[src/rtl/fetch_pkg.sv]
// fetch_sequencer shared definitions: FSM states and opcode length-decode constants.
// TRAP state exists only when FETCH_ILLEGAL_TRAP_EN is defined.
package fetch_pkg;

    localparam int LEN_HI = 7;
    localparam int LEN_LO = 6;

    localparam logic [1:0] LEN1         = 2'd1;
    localparam logic [1:0] LEN2         = 2'd2;
    localparam logic [1:0] LEN3         = 2'd3;
    localparam logic [1:0] ILLEGAL_CODE = 2'b11;

    typedef enum logic [3:0] {
        FETCH_OP,
        WAIT_OP,
        FETCH_B1,
        WAIT_B1,
        FETCH_B2,
        WAIT_B2,
        ISSUE,
        UPDATE
`ifdef FETCH_ILLEGAL_TRAP_EN
        , TRAP
`endif
    } state_t;

endpackage

[src/rtl/fetch_sequencer_if.sv]
// Fetch sequencer bus: program memory port, execute handshake, PC control.
// master = sequencer side, slave = memory/PC/execute side.
interface fetch_sequencer_if #(
    parameter int ADDR_WIDTH = 8,
    parameter int DATA_WIDTH = 8
);
    logic [ADDR_WIDTH-1:0] pc_in;
    logic                  mem_rd;
    logic [ADDR_WIDTH-1:0] mem_addr;
    logic [DATA_WIDTH-1:0] mem_rdata;
    logic                  instr_valid;
    logic                  instr_ready;
    logic [DATA_WIDTH-1:0] opcode;
    logic [DATA_WIDTH-1:0] operand1;
    logic [DATA_WIDTH-1:0] operand2;
    logic [1:0]            instr_len;
    logic                  br_req;
    logic [ADDR_WIDTH-1:0] br_addr;
    logic                  pc_adv;
    logic                  pc_jump_en;
    logic [ADDR_WIDTH-1:0] pc_jump_addr;
    logic [1:0]            pc_instr_size;
    logic                  illegal_op;

    modport master (
        input  pc_in, mem_rdata, instr_ready, br_req, br_addr,
        output mem_rd, mem_addr, instr_valid, opcode, operand1,
        output operand2, instr_len, pc_adv, pc_jump_en,
        output pc_jump_addr, pc_instr_size, illegal_op
    );

    modport slave (
        output pc_in, mem_rdata, instr_ready, br_req, br_addr,
        input  mem_rd, mem_addr, instr_valid, opcode, operand1,
        input  operand2, instr_len, pc_adv, pc_jump_en,
        input  pc_jump_addr, pc_instr_size, illegal_op
    );

endinterface

[src/rtl/fetch_len_decode.sv]
// Opcode length-field decoder, shared by fetch and decode.
// Code 11 is length 1; it is also flagged illegal when FETCH_ILLEGAL_TRAP_EN is defined.
module fetch_len_decode
    import fetch_pkg::*;
(
    input  logic [1:0] i_field,
    output logic [1:0] o_len
`ifdef FETCH_ILLEGAL_TRAP_EN
    ,
    output logic       o_illegal
`endif
);

    always_comb begin
        o_len = LEN1;
`ifdef FETCH_ILLEGAL_TRAP_EN
        o_illegal = 1'b0;
`endif
        unique case (i_field)
            2'b00:   o_len = LEN1;
            2'b01:   o_len = LEN2;
            2'b10:   o_len = LEN3;
            default: begin
                o_len = LEN1;
`ifdef FETCH_ILLEGAL_TRAP_EN
                o_illegal = (i_field == ILLEGAL_CODE);
`endif
            end
        endcase
    end

endmodule

[src/rtl/fetch_sequencer.sv]
// Instruction-fetch sequencer: reads 1-3 byte instructions, issues them, steers the PC.
// Optional feature macro: FETCH_ILLEGAL_TRAP_EN (trap on opcode[7:6] == 11).
module fetch_sequencer
    import fetch_pkg::*;
#(
    parameter int                    ADDR_WIDTH  = 8,
    parameter int                    DATA_WIDTH  = 8,
    parameter logic [ADDR_WIDTH-1:0] TRAP_VECTOR = {ADDR_WIDTH{1'b1}}
) (
    input logic                clk,
    input logic                rst,
    fetch_sequencer_if.master  bus
);

    state_t                r_state;
    logic [1:0]            r_idx;
    logic [DATA_WIDTH-1:0] r_opcode;
    logic [DATA_WIDTH-1:0] r_op1;
    logic [DATA_WIDTH-1:0] r_op2;
    logic [1:0]            r_len;
    logic                  r_valid;
    logic                  r_adv;
    logic                  r_jen;
    logic [ADDR_WIDTH-1:0] r_jaddr;
    logic [1:0]            r_size;
    logic [1:0]            w_len;
`ifdef FETCH_ILLEGAL_TRAP_EN
    logic                  w_illegal;
    logic                  r_illegal;
`endif

    // Decode straight off the memory bus so WAIT_OP can pick the next state.
    fetch_len_decode u_len_decode (
        .i_field   (bus.mem_rdata[LEN_HI:LEN_LO]),
        .o_len     (w_len)
`ifdef FETCH_ILLEGAL_TRAP_EN
        ,
        .o_illegal (w_illegal)
`endif
    );

    assign bus.mem_rd = (r_state == FETCH_OP) ||
                        (r_state == FETCH_B1) ||
                        (r_state == FETCH_B2);
    assign bus.mem_addr = bus.pc_in + {{(ADDR_WIDTH-2){1'b0}}, r_idx};

    assign bus.instr_valid   = r_valid;
    assign bus.opcode        = r_opcode;
    assign bus.operand1      = r_op1;
    assign bus.operand2      = r_op2;
    assign bus.instr_len     = r_len;
    assign bus.pc_adv        = r_adv;
    assign bus.pc_jump_en    = r_jen;
    assign bus.pc_jump_addr  = r_jaddr;
    assign bus.pc_instr_size = r_size;
`ifdef FETCH_ILLEGAL_TRAP_EN
    assign bus.illegal_op    = r_illegal;
`else
    assign bus.illegal_op    = 1'b0;
`endif

    always_ff @(posedge clk or posedge rst) begin
        if (rst) begin
            r_state  <= FETCH_OP;
            r_idx    <= 2'd0;
            r_opcode <= '0;
            r_op1    <= '0;
            r_op2    <= '0;
            r_len    <= 2'd0;
            r_valid  <= 1'b0;
            r_adv    <= 1'b0;
            r_jen    <= 1'b0;
            r_jaddr  <= '0;
            r_size   <= 2'd0;
`ifdef FETCH_ILLEGAL_TRAP_EN
            r_illegal <= 1'b0;
`endif
        end else begin
            unique case (r_state)
                FETCH_OP: begin
                    r_op1   <= '0;
                    r_op2   <= '0;
                    r_state <= WAIT_OP;
                end
                WAIT_OP: begin
                    r_opcode <= bus.mem_rdata;
                    r_len    <= w_len;
`ifdef FETCH_ILLEGAL_TRAP_EN
                    if (w_illegal) begin
                        r_illegal <= 1'b1;
                        r_adv     <= 1'b1;
                        r_jen     <= 1'b1;
                        r_jaddr   <= TRAP_VECTOR;
                        r_state   <= TRAP;
                    end else
`endif
                    if (w_len != LEN1) begin
                        r_idx   <= 2'd1;
                        r_state <= FETCH_B1;
                    end else begin
                        r_valid <= 1'b1;
                        r_state <= ISSUE;
                    end
                end
                FETCH_B1: r_state <= WAIT_B1;
                WAIT_B1: begin
                    r_op1 <= bus.mem_rdata;
                    if (r_len == LEN3) begin
                        r_idx   <= 2'd2;
                        r_state <= FETCH_B2;
                    end else begin
                        r_valid <= 1'b1;
                        r_state <= ISSUE;
                    end
                end
                FETCH_B2: r_state <= WAIT_B2;
                WAIT_B2: begin
                    r_op2   <= bus.mem_rdata;
                    r_valid <= 1'b1;
                    r_state <= ISSUE;
                end
                ISSUE: begin
                    if (bus.instr_ready) begin
                        r_valid <= 1'b0;
                        r_adv   <= 1'b1;
                        r_size  <= r_len;
                        r_jen   <= bus.br_req;
                        r_jaddr <= bus.br_addr;
                        r_state <= UPDATE;
                    end
                end
                UPDATE: begin
                    r_adv   <= 1'b0;
                    r_jen   <= 1'b0;
                    r_jaddr <= '0;
                    r_size  <= 2'd0;
                    r_idx   <= 2'd0;
                    r_state <= FETCH_OP;
                end
`ifdef FETCH_ILLEGAL_TRAP_EN
                TRAP: begin
                    r_illegal <= 1'b0;
                    r_adv     <= 1'b0;
                    r_jen     <= 1'b0;
                    r_jaddr   <= '0;
                    r_idx     <= 2'd0;
                    r_state   <= FETCH_OP;
                end
`endif
                default: r_state <= FETCH_OP;
            endcase
        end
    end

endmodule

[src/flat_wrapper.sv]
// flat-port wrapper written by rule: the top's interface ports become plain ports
module fetch_sequencer_flat import fetch_pkg::*;
#(
    parameter int                    ADDR_WIDTH  = 8,
    parameter int                    DATA_WIDTH  = 8,
    parameter logic [ADDR_WIDTH-1:0] TRAP_VECTOR = {ADDR_WIDTH{1'b1}}
)
  (clk, rst, bus_pc_in, bus_mem_rdata, bus_instr_ready, bus_br_req, bus_br_addr, bus_mem_rd, bus_mem_addr, bus_instr_valid, bus_opcode, bus_operand1, bus_operand2, bus_instr_len, bus_pc_adv, bus_pc_jump_en, bus_pc_jump_addr, bus_pc_instr_size, bus_illegal_op);
  fetch_sequencer_if #(.ADDR_WIDTH(ADDR_WIDTH), .DATA_WIDTH(DATA_WIDTH)) bus_i ();
  input logic clk;
  input logic rst;
  input wire logic [$bits(bus_i.pc_in)-1:0] bus_pc_in;
  input wire logic [$bits(bus_i.mem_rdata)-1:0] bus_mem_rdata;
  input wire logic [$bits(bus_i.instr_ready)-1:0] bus_instr_ready;
  input wire logic [$bits(bus_i.br_req)-1:0] bus_br_req;
  input wire logic [$bits(bus_i.br_addr)-1:0] bus_br_addr;
  output wire logic [$bits(bus_i.mem_rd)-1:0] bus_mem_rd;
  output wire logic [$bits(bus_i.mem_addr)-1:0] bus_mem_addr;
  output wire logic [$bits(bus_i.instr_valid)-1:0] bus_instr_valid;
  output wire logic [$bits(bus_i.opcode)-1:0] bus_opcode;
  output wire logic [$bits(bus_i.operand1)-1:0] bus_operand1;
  output wire logic [$bits(bus_i.operand2)-1:0] bus_operand2;
  output wire logic [$bits(bus_i.instr_len)-1:0] bus_instr_len;
  output wire logic [$bits(bus_i.pc_adv)-1:0] bus_pc_adv;
  output wire logic [$bits(bus_i.pc_jump_en)-1:0] bus_pc_jump_en;
  output wire logic [$bits(bus_i.pc_jump_addr)-1:0] bus_pc_jump_addr;
  output wire logic [$bits(bus_i.pc_instr_size)-1:0] bus_pc_instr_size;
  output wire logic [$bits(bus_i.illegal_op)-1:0] bus_illegal_op;
  assign bus_i.pc_in = bus_pc_in;
  assign bus_i.mem_rdata = bus_mem_rdata;
  assign bus_i.instr_ready = bus_instr_ready;
  assign bus_i.br_req = bus_br_req;
  assign bus_i.br_addr = bus_br_addr;
  assign bus_mem_rd = bus_i.mem_rd;
  assign bus_mem_addr = bus_i.mem_addr;
  assign bus_instr_valid = bus_i.instr_valid;
  assign bus_opcode = bus_i.opcode;
  assign bus_operand1 = bus_i.operand1;
  assign bus_operand2 = bus_i.operand2;
  assign bus_instr_len = bus_i.instr_len;
  assign bus_pc_adv = bus_i.pc_adv;
  assign bus_pc_jump_en = bus_i.pc_jump_en;
  assign bus_pc_jump_addr = bus_i.pc_jump_addr;
  assign bus_pc_instr_size = bus_i.pc_instr_size;
  assign bus_illegal_op = bus_i.illegal_op;
  fetch_sequencer #(.ADDR_WIDTH(ADDR_WIDTH), .DATA_WIDTH(DATA_WIDTH), .TRAP_VECTOR(TRAP_VECTOR)) u_core (.clk(clk), .rst(rst), .bus(bus_i));
endmodule
[config.mk]
export PLATFORM = sky130hd
export DESIGN_NAME = fetch_sequencer_flat
export DESIGN_NICKNAME = d
export VERILOG_FILES = /design/src/rtl/fetch_pkg.sv /design/src/rtl/fetch_sequencer_if.sv /design/src/rtl/fetch_len_decode.sv /design/src/rtl/fetch_sequencer.sv /design/src/flat_wrapper.sv
export SDC_FILE = /design/constraint.sdc
export NUM_CORES = 1
export LEC_CHECK = 0
export CORE_ASPECT_RATIO = 1.25
export CORE_MARGIN = 1.5
export CORE_UTILIZATION = 45
export CTS_BUF_LIST = sky130_fd_sc_hd__clkbuf_16
export DETAILED_ROUTE_END_ITERATION = 10
export HOLD_SLACK_MARGIN = 0.12
export PLACE_DENSITY = 0.78
export SYNTH_ARGS = -nofsm -noshare
export SYNTH_HDL_FRONTEND = slang
export SYNTH_SLANG_ARGS = --single-unit
[constraint.sdc]
create_clock -name clk -period 2.3 [get_ports clk]
set_clock_uncertainty 0.15 [all_clocks]
set_input_delay 0.345 -clock clk [delete_from_list [all_inputs] [get_ports clk]]
set_output_delay 0.345 -clock clk [all_outputs]
set_load 0.02 [all_outputs]
Yosys cells after proc, flatten, opt, wreduce, memory -nomap -nowiden
Index checks and enable logic that the tools add are counted.

Flip-flop bits (word level): 45. Latch bits: 0. RAM bits: 0. ROM bits: 0. Bits of input ports: 28. Output and inout port bits: 49. Logic and storage cells: 61. Memories kept: 0.

$add $sub $neg: 1. Multiply operators: 0. Divide/modulo/power cells: 0. Magnitude comparators: 0. Equal/unequal tests: 16. Shift operators: 0. Mux-type cells: 22. Bitwise operators: 0. Reductions and logical operators: 11.

Operators with widths (count): $pmux 8 s2 (3); $pmux 4 s7 (1); $eq 4x3->1 const B (4); $add 8x2->8 (1); $eq 4x2->1 const B (2); $mux 2 (4); $mux 8 (1); $pmux 2 s2 (2); $ne 2x1->1 const B (3); $ne 2x2->1 const B (3); $pmux 2 s3 (1); $reduce_bool 2->1 (3); $mux 1 (5); $eq 2x2->1 const B (2); $eq 4x1->1 const B (1); $logic_not 4->1 (1); $mux 4 (1); $pmux 1 s2 (2); $pmux 1 s4 (1); $reduce_and 4->1 (1); $reduce_bool 4->1 (1); $mux 3 (1); $reduce_and 3->1 (1); $reduce_bool 3->1 (1); 3 further kinds (4).

Longest topological paths before layout
Depth after elaboration: 5. Gate-level depth with buffers: 5. Gate-level depth less buffers: 5.

Modules after synthesis
From an unflattened synthesis, not the netlist that was laid out.

Cell total of the unflattened synthesis: 170. Area, all modules: 2104.5 µm².

Modules (own cells, without submodules): fetch_sequencer (times used 1, cells an instance 166, area an instance 2080.7 µm², sequential area each 1101.1 µm²); fetch_len_decode (times used 1, cells an instance 4, area an instance 23.8 µm², sequential area each 0.0 µm²).

Least setup slack after synthesis
Ideal clock, no wire load.

Path type: reg-to-output. Start point: register u_core.r_idx[0]. End point: output bus_mem_addr[6]. Data arrival time: 1563 ps. Data required time: 1805 ps. Path slack: 242 ps. Stages on the path, launching flop included: 6. Path buffers: 0. Cell sequence: dfrtp_1 -> ha_1 -> inv_1 -> fa_1 -> nor3_1 -> xor2_1.

Longest elaborated chain between the ends: 1.

RTL lines: start, declared (line fetch_sequencer.sv:16) `logic [1:0] r_idx;`; start signal, assigned (line fetch_sequencer.sv:65) `r_idx <= 2'd0;`; start signal, assigned (line fetch_sequencer.sv:98) `r_idx <= 2'd1;`; start signal, assigned (line fetch_sequencer.sv:109) `r_idx <= 2'd2;`; $add 8x2->8 (line fetch_sequencer.sv:45) `assign bus.mem_addr = bus.pc_in + {{(ADDR_WIDTH-2){1'b0}}, r_idx};`; end, declared (line flat_wrapper.sv:18) `output wire logic [$bits(bus_i.mem_addr)-1:0] bus_mem_addr;`.

Every way passes these cells.

Worst setup path after layout
Same ends and word-level chain as after synthesis.

==> qor.yml <==
cts_tree: "done"
status: "finished clean"
cts_hold_buffers: 0
die_x_um: 64.8
crit_path_end_kind: "output pin"
grt_overflow_total: 0
synth_simple_gate_area_frac: 0.101
drt_iter0_drc: 75
io_buffers: 75
core_mm2: 0.00449
dp_slack_ns: -0.680
seq_area_frac_synth: 0.513
cts.sinks: 44
yosys.area.top_type: "dfrtp_1"
slew_headroom: 0.580
hold_viol: 0
synthTopCellsByArea: "dfrtp_1 (51%), a22o_1 (14%), mux2_4 (4.9%)"
critPathMaxStageDelay_ns: 0.42
drc: 0
ff2ff_setup_slack_ns: 0.51
num-nets-final: 311
r2r-end: "u_core.bus.operand1[5]$_DFFE_PP0P_"
wl_um: 5300
cts_made_buffers: 5
clk_pin_slew_ns: 0.06
grt_pass1_vias: 1812
drv_cap: 0
period_needed_ns: 2.23
track_usage: 0.217
final-setup-viol-count: 0
peakVddDrop_uv: 859
grt_max_degree: 28
fin_ws_ns: 0.0656
dp.final_hpwl_um: 3790
top_layer: "met4"
ys_warn_count: 0
dr_wl_met2_um: 2630
synth_xor_area_frac: 0.0245
die_area_mm2: 0.00519
syn_area_per_cell_um2: 11.2
insertedDiodeCount: 0
cp_cell_sequence: "ha_2, inv_2, fa_2, nor3_2, xor2_1, buf_4"
antenna_found_initial: 0
r2r_cells: 4
synth_area_mm2: 0.00215
layout-drive-gt1-share: 0.171
met1Wirelength_um: 2310
synth_seq_cells: 44
r2r-start: "u_core.r_state[0]$_DFFE_PP0P_"
critPathMaxFanout: 3
fmax_mhz: 448
hold_path.class: "primary input to asynchronous set/reset pin"
gp_congestion: 0.825
drtPass1Iterations: 4
pin_count: 77
drtAntennaViolNets: 0
synth_compound_area_frac: 0.216
synth_top_family_by_area: "compound AO/OA/AOI/OAI gates"
synth_cells: 192
hold_slack_ns: 0.304
synth.most_common_cell: "dfrtp_1"
synth_edf_count: 0
crit_type: "register to output pin"
stdcell_count: 338
drv_slew: 0
clock_latency_ns: 0.28
placed_cell_area_mm2: 0.00300
synth_nets: 224
rsz0062_at_grt: "true"
viasPerCell: 5.34
synthMuxAreaShare: 0.0589
ys_types: 34
worst_pin_slew_ns: 0.629
ys.flop_type: "dfrtp_1"
route.met3.wl_um: 268
leakagePower_uw: 0.00143
synthArstFlopShare: 1.00
arrival_ns: 1.74
synth_top_area_share: 0.513
nFillCells: 345
grt_pass1_wl_um: 8560
synthAdderAreaFrac: 0.0268
cts_root_buf: "clkbuf_16"
vias: 1806
wl_per_cell_um: 15.7
syn_to_final_growth_pct: 46.1
start_util: 0.478
num_rows: 27
die_y_um: 80.2
crit_required_ns: 1.80
crit_slowest_cell: "fa_2"
place_inst: 330
final_cell_area_mm2: 0.00313
p_per_area_mw_per_mm2: 1510
period_share: 0.971
clockBufferDepth: 2
h-tree-depth: 2
synth.top_cells.by_count: "dfrtp_1 (44), a22o_1 (35), nand2_1 (17), o21ai_0 (15), nor2_1 (9)"
start_kind: "register"
-- sequential cells by signal, summed over array words and instances, names as in the netlist --
name	cells
u_core.bus.opcode	8
u_core.bus.instr_len	2
u_core.bus.operand2	8
u_core.bus.pc_jump_en	1
u_core.bus.pc_instr_size	2
u_core.r_idx	2
u_core.bus.pc_jump_addr	8
u_core.bus.pc_adv	1
u_core.bus.operand1	8
u_core.bus.instr_valid	1
u_core.r_state	3
-- per-stage QoR --
step	TNS [ns]	total power, µW	utilization
finish	0	4730	0.698
global route	-0.0328	5010	0.698
CTS	0	4760	0.701
detailed placement	-2.90	4070	0.668
global placement	-2.63	4010	0.668
floorplan	0	3010	-
-- worst max-delay path: cells and delay by family, from the launching register on --
kind | cells | cell delay (ns)
xor+xnor | 1 | 0.15
buf+inv | 2 | 0.19
fa+ha+maj | 2 | 0.61
simple gates | 1 | 0.14
flops | 1 | 0.36
-- cell usage in the layout, fill, tap and decap left out, types with 2 or more instances in the layout --
cell and n:
clkbuf_16 5, and3_1 2, clkdlybuf4s50_1 67, nor2b_1 4, buf_4 18, dfrtp_1 44, inv_1 7, xnor2_1 4
a31oi_1 2, ha_1 2, nand2_1 17, nor2_1 8, a22o_1 35, inv_2 4, a21o_1 2, a21oi_1 6
o21ai_0 15, clkbuf_2 2, mux2_4 7, nand3_1 5, xor2_1 2
-- power by group --
part	switching, µW	total [µW]	internal [µW]	leakage, µW
clock network	272	666	394	0.0000687
registers	264	1410	1140	0.000545
logic	1350	2660	1310	0.000815
total	1890	4730	2840	0.00143
-- cell families (layout without fill, tap and decap cells) --
group | Yosys count | in the layout
and+or+nand+nor | 44 | 44
buffers and inverters | 21 | 109
xor gates and xnor gates | 6 | 6
DFF | 44 | 44
adders and majority gates | 4 | 4
other | 1 | 1
muxes | 9 | 9
AOI/OAI and AO/OA | 63 | 63
-- per-layer routing --
metal / vias to the layer above / track usage
li1: 866 / -
met1: 871 / 0.280
met2: 62 / 0.344
met3: 7 / 0.0420
met4: 0 / 0.111
met5: - / 0
-- layout make-up --
cell class                 instances  area (µm²)  area share
clock inverter                     3        15.0     0.00479
tap                               58        72.6      0.0232
clock buffer                       5         125      0.0399
sequential                        44        1100       0.351
inverter                          10        37.5      0.0120
timing repair buffer              91         851       0.271
multi-input combinational        127         932       0.297
-- what timing repair did --
action	4_1_cts	5_1_grt
buffers inserted	0	0
pin swaps	4	1
resized for setup	30	5
setup endpoints to repair	7	7
-- worst max path at each step --
stage / cells after the start / startpoint / end
final: 6 / u_core.r_idx[0]$_DFFE_PP0P_ / bus_mem_addr[6]
after global routing: 6 / u_core.r_idx[0]$_DFFE_PP0P_ / bus_mem_addr[6]
after CTS: 6 / bus_pc_in[1] / bus_mem_addr[7]
after detailed placement: 7 / bus_pc_in[0] / bus_mem_addr[6]
after global placement: 7 / bus_pc_in[0] / bus_mem_addr[6]
after floorplan: 5 / u_core.r_idx[0]$_DFFE_PP0P_ / bus_mem_addr[6]
Power figures use the tool's default switching activity.
